## config.mk

```make
export PLATFORM = sky130hd
export DESIGN_NAME = matrix_morph
export DESIGN_NICKNAME = d
export VERILOG_FILES = /design/src/rtl/morph_pkg.sv /design/src/rtl/morph_lane_reduce.sv /design/src/rtl/matrix_morph.sv
export SDC_FILE = /design/constraint.sdc
export NUM_CORES = 1
export LEC_CHECK = 0
export ABC_AREA = 0
export BUFFER_PORTS_ARGS = -buffer_cell sky130_fd_sc_hd__buf_2
export CAP_MARGIN = 15
export CELL_PAD_IN_SITES_DETAIL_PLACEMENT = 1
export CELL_PAD_IN_SITES_GLOBAL_PLACEMENT = 2
export CORE_MARGIN = 4
export CORE_UTILIZATION = 35
export DETAILED_ROUTE_END_ITERATION = 6
export PLACE_DENSITY_LB_ADDON = 0.08
export SETUP_SLACK_MARGIN = 0.15
export SLEW_MARGIN = 40
export SYNTH_ARGS = -nofsm -noshare
export SYNTH_HDL_FRONTEND = slang
export SYNTH_SLANG_ARGS = --single-unit
```

## constraint.sdc

```tcl
create_clock -name clk -period 4 [get_ports clk]
set_clock_uncertainty 0.05 [all_clocks]
set_input_delay 0.6 -clock clk [delete_from_list [all_inputs] [get_ports clk]]
set_output_delay 0.6 -clock clk [all_outputs]
set_load 0.02 [all_outputs]
```

## src/rtl/morph_pkg.sv

```systemverilog
// Shared constants, state encoding and the lane compare helper for the
// 3x3 morphology engine.
package morph_pkg;

   localparam logic MODE_DILATE = 1'b0;
   localparam logic MODE_ERODE  = 1'b1;
   localparam logic SE_CROSS    = 1'b0;
   localparam logic SE_SQUARE   = 1'b1;

   // Widest lane the helper below can handle; lanes are zero-extended into it.
   localparam int LANE_MAX_W = 32;

   typedef enum logic {
      ST_RUN   = 1'b0,
      ST_FLUSH = 1'b1
   } morph_state_e;

   // Unsigned max (dilate) or min (erode) of two lane values.
   function automatic logic [LANE_MAX_W-1:0] laneReduce(
      input logic                  erode,
      input logic [LANE_MAX_W-1:0] a,
      input logic [LANE_MAX_W-1:0] b
   );
      if (erode == MODE_ERODE) begin
         return (a < b) ? a : b;
      end
      return (a > b) ? a : b;
   endfunction

endpackage

```

## src/rtl/morph_lane_reduce.sv

```systemverilog
// One DATA_W lane of the morphology reduction: row partials are registered
// one cycle after the window shift, the final value is formed from them.
module morph_lane_reduce
   import morph_pkg::*;
#(
   parameter int DATA_W = 8
)
(
   input  logic              clk,
   input  logic              rst_n,
   input  logic [DATA_W-1:0] win_i [9],
   input  logic              mode_i,
   input  logic              se_i,
   input  logic              edge_i,
   output logic [DATA_W-1:0] result_o
);

   // win_i index is column*3 + row; column 0 is the newest (right) column,
   // column 1 the centre and column 2 the oldest (left) column.
   logic [DATA_W-1:0] leftCol [3];
   logic [DATA_W-1:0] rowAll  [3];
   logic [DATA_W-1:0] part_d  [3];
   logic [DATA_W-1:0] part_q  [3];
   logic              mode_q;

   function automatic logic [DATA_W-1:0] pick(
      input logic              erode,
      input logic [DATA_W-1:0] a,
      input logic [DATA_W-1:0] b
   );
      return DATA_W'(laneReduce(erode, LANE_MAX_W'(a), LANE_MAX_W'(b)));
   endfunction

   // Per-row partials; the left column mirrors the centre at the line start,
   // and the cross only keeps the side neighbours of the middle row.
   always_comb begin
      for (int r = 0; r < 3; r++) begin
         leftCol[r] = edge_i ? win_i[3+r] : win_i[6+r];
         rowAll[r]  = pick(mode_i, pick(mode_i, win_i[r], win_i[3+r]), leftCol[r]);
         part_d[r]  = rowAll[r];
      end
      if (se_i == SE_CROSS) begin
         part_d[0] = win_i[3];
         part_d[2] = win_i[5];
      end
   end

   // Register the row partials together with the mode they were built with,
   // so a new line latching a different mode cannot disturb the last stage.
   always_ff @(posedge clk or negedge rst_n) begin
      if (!rst_n) begin
         for (int r = 0; r < 3; r++) begin
            part_q[r] <= '0;
         end
         mode_q <= MODE_DILATE;
      end else begin
         for (int r = 0; r < 3; r++) begin
            part_q[r] <= part_d[r];
         end
         mode_q <= mode_i;
      end
   end

   assign result_o = pick(mode_q, pick(mode_q, part_q[0], part_q[1]), part_q[2]);

endmodule

```

## src/rtl/matrix_morph.sv

```systemverilog
// 3x3 dilate/erode engine with cross or square element, per-channel lanes,
// edge replication and a one-cycle end-of-line flush.
module matrix_morph
   import morph_pkg::*;
#(
   parameter int DATA_W    = 8,
   parameter int CH        = 3,
   parameter int PIC_WIDTH = 250
)
(
   input  logic                 clk,
   input  logic                 rst_n,
   input  logic                 valid_in,
   output logic                 ready,
   input  logic                 sol,
   input  logic                 mode,
   input  logic                 se_sel,
   input  logic [DATA_W*CH-1:0] din1,
   input  logic [DATA_W*CH-1:0] din2,
   input  logic [DATA_W*CH-1:0] din3,
   output logic                 valid_out,
   output logic [DATA_W*CH-1:0] dout,
   output logic                 line_err
);

   localparam int BW    = DATA_W * CH;
   localparam int COL_W = (PIC_WIDTH > 2) ? $clog2(PIC_WIDTH) : 1;
   localparam logic [COL_W-1:0] LAST_COL = COL_W'(PIC_WIDTH - 1);

   morph_state_e     state_q;
   logic [COL_W-1:0] col_q;
   logic [COL_W-1:0] col_d;
   logic [COL_W-1:0] beatCol;
   logic             lineMode_q;
   logic             lineSe_q;
   logic             comp_q;
   logic             edge_q;
   logic             stage1_q;
   logic             accept;
   logic [BW-1:0]    win_q [3][3];
   logic [BW-1:0]    laneResult;

   assign ready   = (state_q == ST_RUN);
   assign accept  = valid_in && ready;
   assign beatCol = sol ? '0 : col_q;
   assign col_d   = (beatCol == LAST_COL) ? '0 : beatCol + COL_W'(1);

   // Window, column count, RUN/FLUSH sequencing, line latches and the
   // two-stage valid pipeline that follows every compute.
   always_ff @(posedge clk or negedge rst_n) begin
      if (!rst_n) begin
         state_q    <= ST_RUN;
         col_q      <= '0;
         lineMode_q <= MODE_DILATE;
         lineSe_q   <= SE_CROSS;
         comp_q     <= 1'b0;
         edge_q     <= 1'b0;
         stage1_q   <= 1'b0;
         valid_out  <= 1'b0;
         dout       <= '0;
         line_err   <= 1'b0;
         for (int c = 0; c < 3; c++) begin
            for (int r = 0; r < 3; r++) begin
               win_q[c][r] <= '0;
            end
         end
      end else begin
         comp_q    <= 1'b0;
         edge_q    <= 1'b0;
         line_err  <= 1'b0;
         stage1_q  <= comp_q;
         valid_out <= stage1_q;
         if (stage1_q) begin
            dout <= laneResult;
         end
         case (state_q)
            ST_RUN: begin
               if (accept) begin
                  for (int r = 0; r < 3; r++) begin
                     win_q[2][r] <= win_q[1][r];
                     win_q[1][r] <= win_q[0][r];
                  end
                  win_q[0][0] <= din1;
                  win_q[0][1] <= din2;
                  win_q[0][2] <= din3;
                  col_q    <= col_d;
                  comp_q   <= (beatCol != '0);
                  edge_q   <= (beatCol == COL_W'(1));
                  line_err <= sol && (col_q != '0);
                  if (beatCol == '0) begin
                     lineMode_q <= mode;
                     lineSe_q   <= se_sel;
                  end
                  if (beatCol == LAST_COL) begin
                     state_q <= ST_FLUSH;
                  end
               end
            end
            ST_FLUSH: begin
               for (int r = 0; r < 3; r++) begin
                  win_q[2][r] <= win_q[1][r];
                  win_q[1][r] <= win_q[0][r];
               end
               comp_q  <= 1'b1;
               state_q <= ST_RUN;
            end
            default: begin
               state_q <= ST_RUN;
            end
         endcase
      end
   end

   for (genvar i = 0; i < CH; i++) begin : g_lane
      logic [DATA_W-1:0] laneWin [9];
      logic [DATA_W-1:0] laneOut;

      for (genvar c = 0; c < 3; c++) begin : g_col
         for (genvar r = 0; r < 3; r++) begin : g_row
            assign laneWin[c*3+r] = win_q[c][r][i*DATA_W +: DATA_W];
         end
      end

      morph_lane_reduce #(
         .DATA_W (DATA_W)
      ) u_lane (
         .clk      (clk),
         .rst_n    (rst_n),
         .win_i    (laneWin),
         .mode_i   (lineMode_q),
         .se_i     (lineSe_q),
         .edge_i   (edge_q),
         .result_o (laneOut)
      );

      assign laneResult[i*DATA_W +: DATA_W] = laneOut;
   end

endmodule

```

==> reports/qor.csv <==
metric,value,unit
highest_layer,met5,
drt-pass1-iter-count,5,
syn_to_final_growth,38.3,%
cts_made_buffers,43,
hold_viol_final,0,
rsz0062_at_grt,yes,
critPathMaxStageDelay,410,ps
yosysWarnings,0,
synth_xor_area_share,0.0418,%
placed_cells,3259,
synth_top_family_by_area,compound AO/OA/AOI/OAI gates,
max_freq,252,MHz
finalMaxSlewViolations,0,
drt.antenna.violating_nets,0,
clk_latency,580,ps
post_dp_cell_area,24400,um2
run_status,finished clean,
power_frac_comb,58.8,%
io_buffers,104,
pwr_density_cell,741,nW/um2
final_cells,3443,
synth_async_sr_flop_share,100,%
place.gp.congestion,0.849,
io_pins,105,
clk_pin_slew_worst_paths,50,ps
drtIter0Drc,753,
wl_met2,36100,um
cts-root-buf,clkbuf_16,
grt_max_degree,96,
critPathCaptureType,flop,
die_y,253,um
wire_per_inst,21.4,um
overflow,0,
ys_seq_area_share,39.3,%
rr_startpoint,g_lane[2].laneWin[33],
dieArea,63900,um2
r2r-end,g_lane[2].u_lane.part_q[11],
fin_area,29000,um2
synth_edf_count,0,
synth-compound-area-share,18.6,%
slowest_stage,a2111oi_4,
crit_start,g_lane[2].laneWin[33],
syn_inst,2233,
die_w,253,um
synth_fa_ha_area_share,11.6,%
critPathLaunchType,flop,
tightest_slew,790,ps
numClockSinks,329,
routed_wl,73800,um
power.total,21.5,mW
power.net_switching,8.70,mW
crit_arrival,4360,ps
htreeDepth,2,
dr_wl_met3,2390,um
final_nets,2917,
remaining_drc_errors,0,
r2r_slack,20,ps
grt_use_total,22.2,%
grt_pass1_wl,113000,um
drive_gt1_share,37.1,%
p_sw_share,40.5,%
synth_top_area_share,39.3,%
synth_area,21000,um2
ff2ff_path_depth,19,
cp_max_fo,5,
ys_types,64,
yosys-top-cells-count,"nand2_1, dfrtp_1, o21ai_0",
cp-endpoint,g_lane[2].u_lane.part_q[11],
synth.area.top_cells,"dfrtp_1, ha_1, mux2i_1, mux2_2, nand2_1",
grt_pass1_vias,19700,
antenna_cells,0,
synth_most_common_cell,nand2_1,
dp_hpwl,51500,um
fin_crit,3980,ps
cts_hold_buffers,0,
max_slew_margin,47.1,%
core_area,59100,um2
setup.worst_path.class,flop to flop,
path_cells,"inv_2, ha_4, nor2b_4, o211ai_1, a21oi_2, a2111oi_4, mux2i_4, buf_6, buf_6, mux2i_2, ha_1, nor2b_4, o21a_1, o21ai_2, a21oi_2, o21ai_1, a21bo_4, buf_12, mux2i_2",
fin_tns_setup,0,ps
via_per_inst,5.41,
ys.flop_type,dfrtp_1,
route.vias.total,18600,
cts.path.max_buffers,3,
cp.required,4390,ps
start_util,35.5,%
wl_met1,33500,um
ir_worst_vdd,0.000322,V
hold_path.class,input pin to asynchronous set/reset pin,
pwr-share-clk,18.3,%
final-setup-viol-count,0,
internal-power,12.8,mW
maxCapViolCount,0,
ys_ff_latch,329,
synth-simple-area-share,11.7,%
synth_nets,2506,
p_leak,13.2,nW
rows,89,
fin_crit_sh,99.4,%
synth_area_per_cell,9.39,um2
synthMuxAreaShare,13.4,%
power_frac_seq,22.9,%
antenna_found_initial,3,
cts_tree,yes,
synth_area_leader_cell,dfrtp_1,
-- flip-flops by register name, summed over array words and instances (netlist names), 8 cells and up --
name / flops
g_lane.u_lane.part_q: 72
col_q: 8
dout: 24
g_lane.laneWin: 216
-- metrics by stage --
step	hold slack [ps]	util [%]	worst slack (ps)
floorplan	254	-	85.1
global placement	298	41.2	-350
detailed placement	300	41.2	-533
CTS	4.44	45.8	-22.5
global route	50.5	49.1	-145
finish	3.32	49.1	24.8
-- area by class of cell --
type | instances | area (um2)
Clock buffer | 61 | 1270
Clock inverter | 10 | 143
Fill cell | 6452 | 30100
Inverter | 182 | 683
Multi-Input combinational cell | 1617 | 13900
Sequential cell | 329 | 8240
Tap cell | 773 | 967
Timing Repair Buffer | 471 | 3750
-- critical path: cells and delay by family (launching register included) --
kind,cells,cell delay (ps)
mux,3,720
simple gates,2,170
buf+inv,4,500
fa+ha+maj,2,460
compound gates,8,1530
flops,1,390
-- how the worst min path moves through the flow --
| stage | to | startpoint | slack (ps) | cells after the start |
|---|---|---|---|---|
| after global routing | g_lane[1].laneWin[1] | rst_n | 50 | 1 |
| after detailed placement | stage1_q | comp_q | 300 | 0 |
| final | g_lane[1].laneWin[49] | rst_n | 3 | 1 |
| after floorplan | col_q[0] | rst_n | 250 | 0 |
| after global placement | stage1_q | comp_q | 300 | 0 |
| after CTS | g_lane[1].laneWin[1] | rst_n | 4 | 1 |
-- power groups by stage --
stage | clock network, mW | logic (mW) | registers, mW
floorplan | 0 | 5.93 | 4.66
global placement | 0 | 9.19 | 4.93
detailed placement | 0 | 9.46 | 4.94
CTS | 4.07 | 11.0 | 4.92
global route | 4.20 | 13.7 | 5.01
finish | 3.93 | 12.6 | 4.93
-- repair_timing --
item | 4_1_cts | 5_1_grt
setup endpoints to repair | 80 | 96
buffers inserted | 40 | 68
pin swaps | 75 | 130
resized for setup | 190 | 276
gates cloned | 1 | 4
-- cell families (layout without fill, tap and decap cells) --
| kind of cell | after synthesis | in the layout |
|---|---|---|
| AO/OA/AOI/OAI | 609 | 610 |
| AND/OR/NAND/NOR | 548 | 548 |
| flip-flops | 329 | 329 |
| buffers and inverters | 288 | 724 |
| multiplexers | 263 | 263 |
| adder cells (fa/ha/maj) | 195 | 195 |
| XOR/XNOR | 1 | 1 |
-- layout by cell type, fill, tap and decap left out, drive strengths merged, types with 26 or more instances in the layout --
cell | Yosys | layout
nand2 | 338 | 338
a21oi | 147 | 147
o211ai | 38 | 38
ha | 195 | 195
o21ai | 210 | 210
nor2 | 46 | 46
mux2i | 144 | 144
mux2 | 119 | 119
buf | 24 | 469
a21o | 62 | 62
nor2b | 26 | 26
dfrtp | 329 | 329
nand4 | 46 | 46
o32ai | 26 | 26
o221ai | 35 | 35
inv | 182 | 183
clkbuf | 82 | 63
-- metal layers --
layer | vias to the layer above | global-route usage, %
met5 | - | 0
met4 | 2 | 6.07
met3 | 111 | 2.58
met2 | 282 | 37.9
met1 | 9386 | 30.2
li1 | 8860 | -
(Power assumes the default switching activity.)
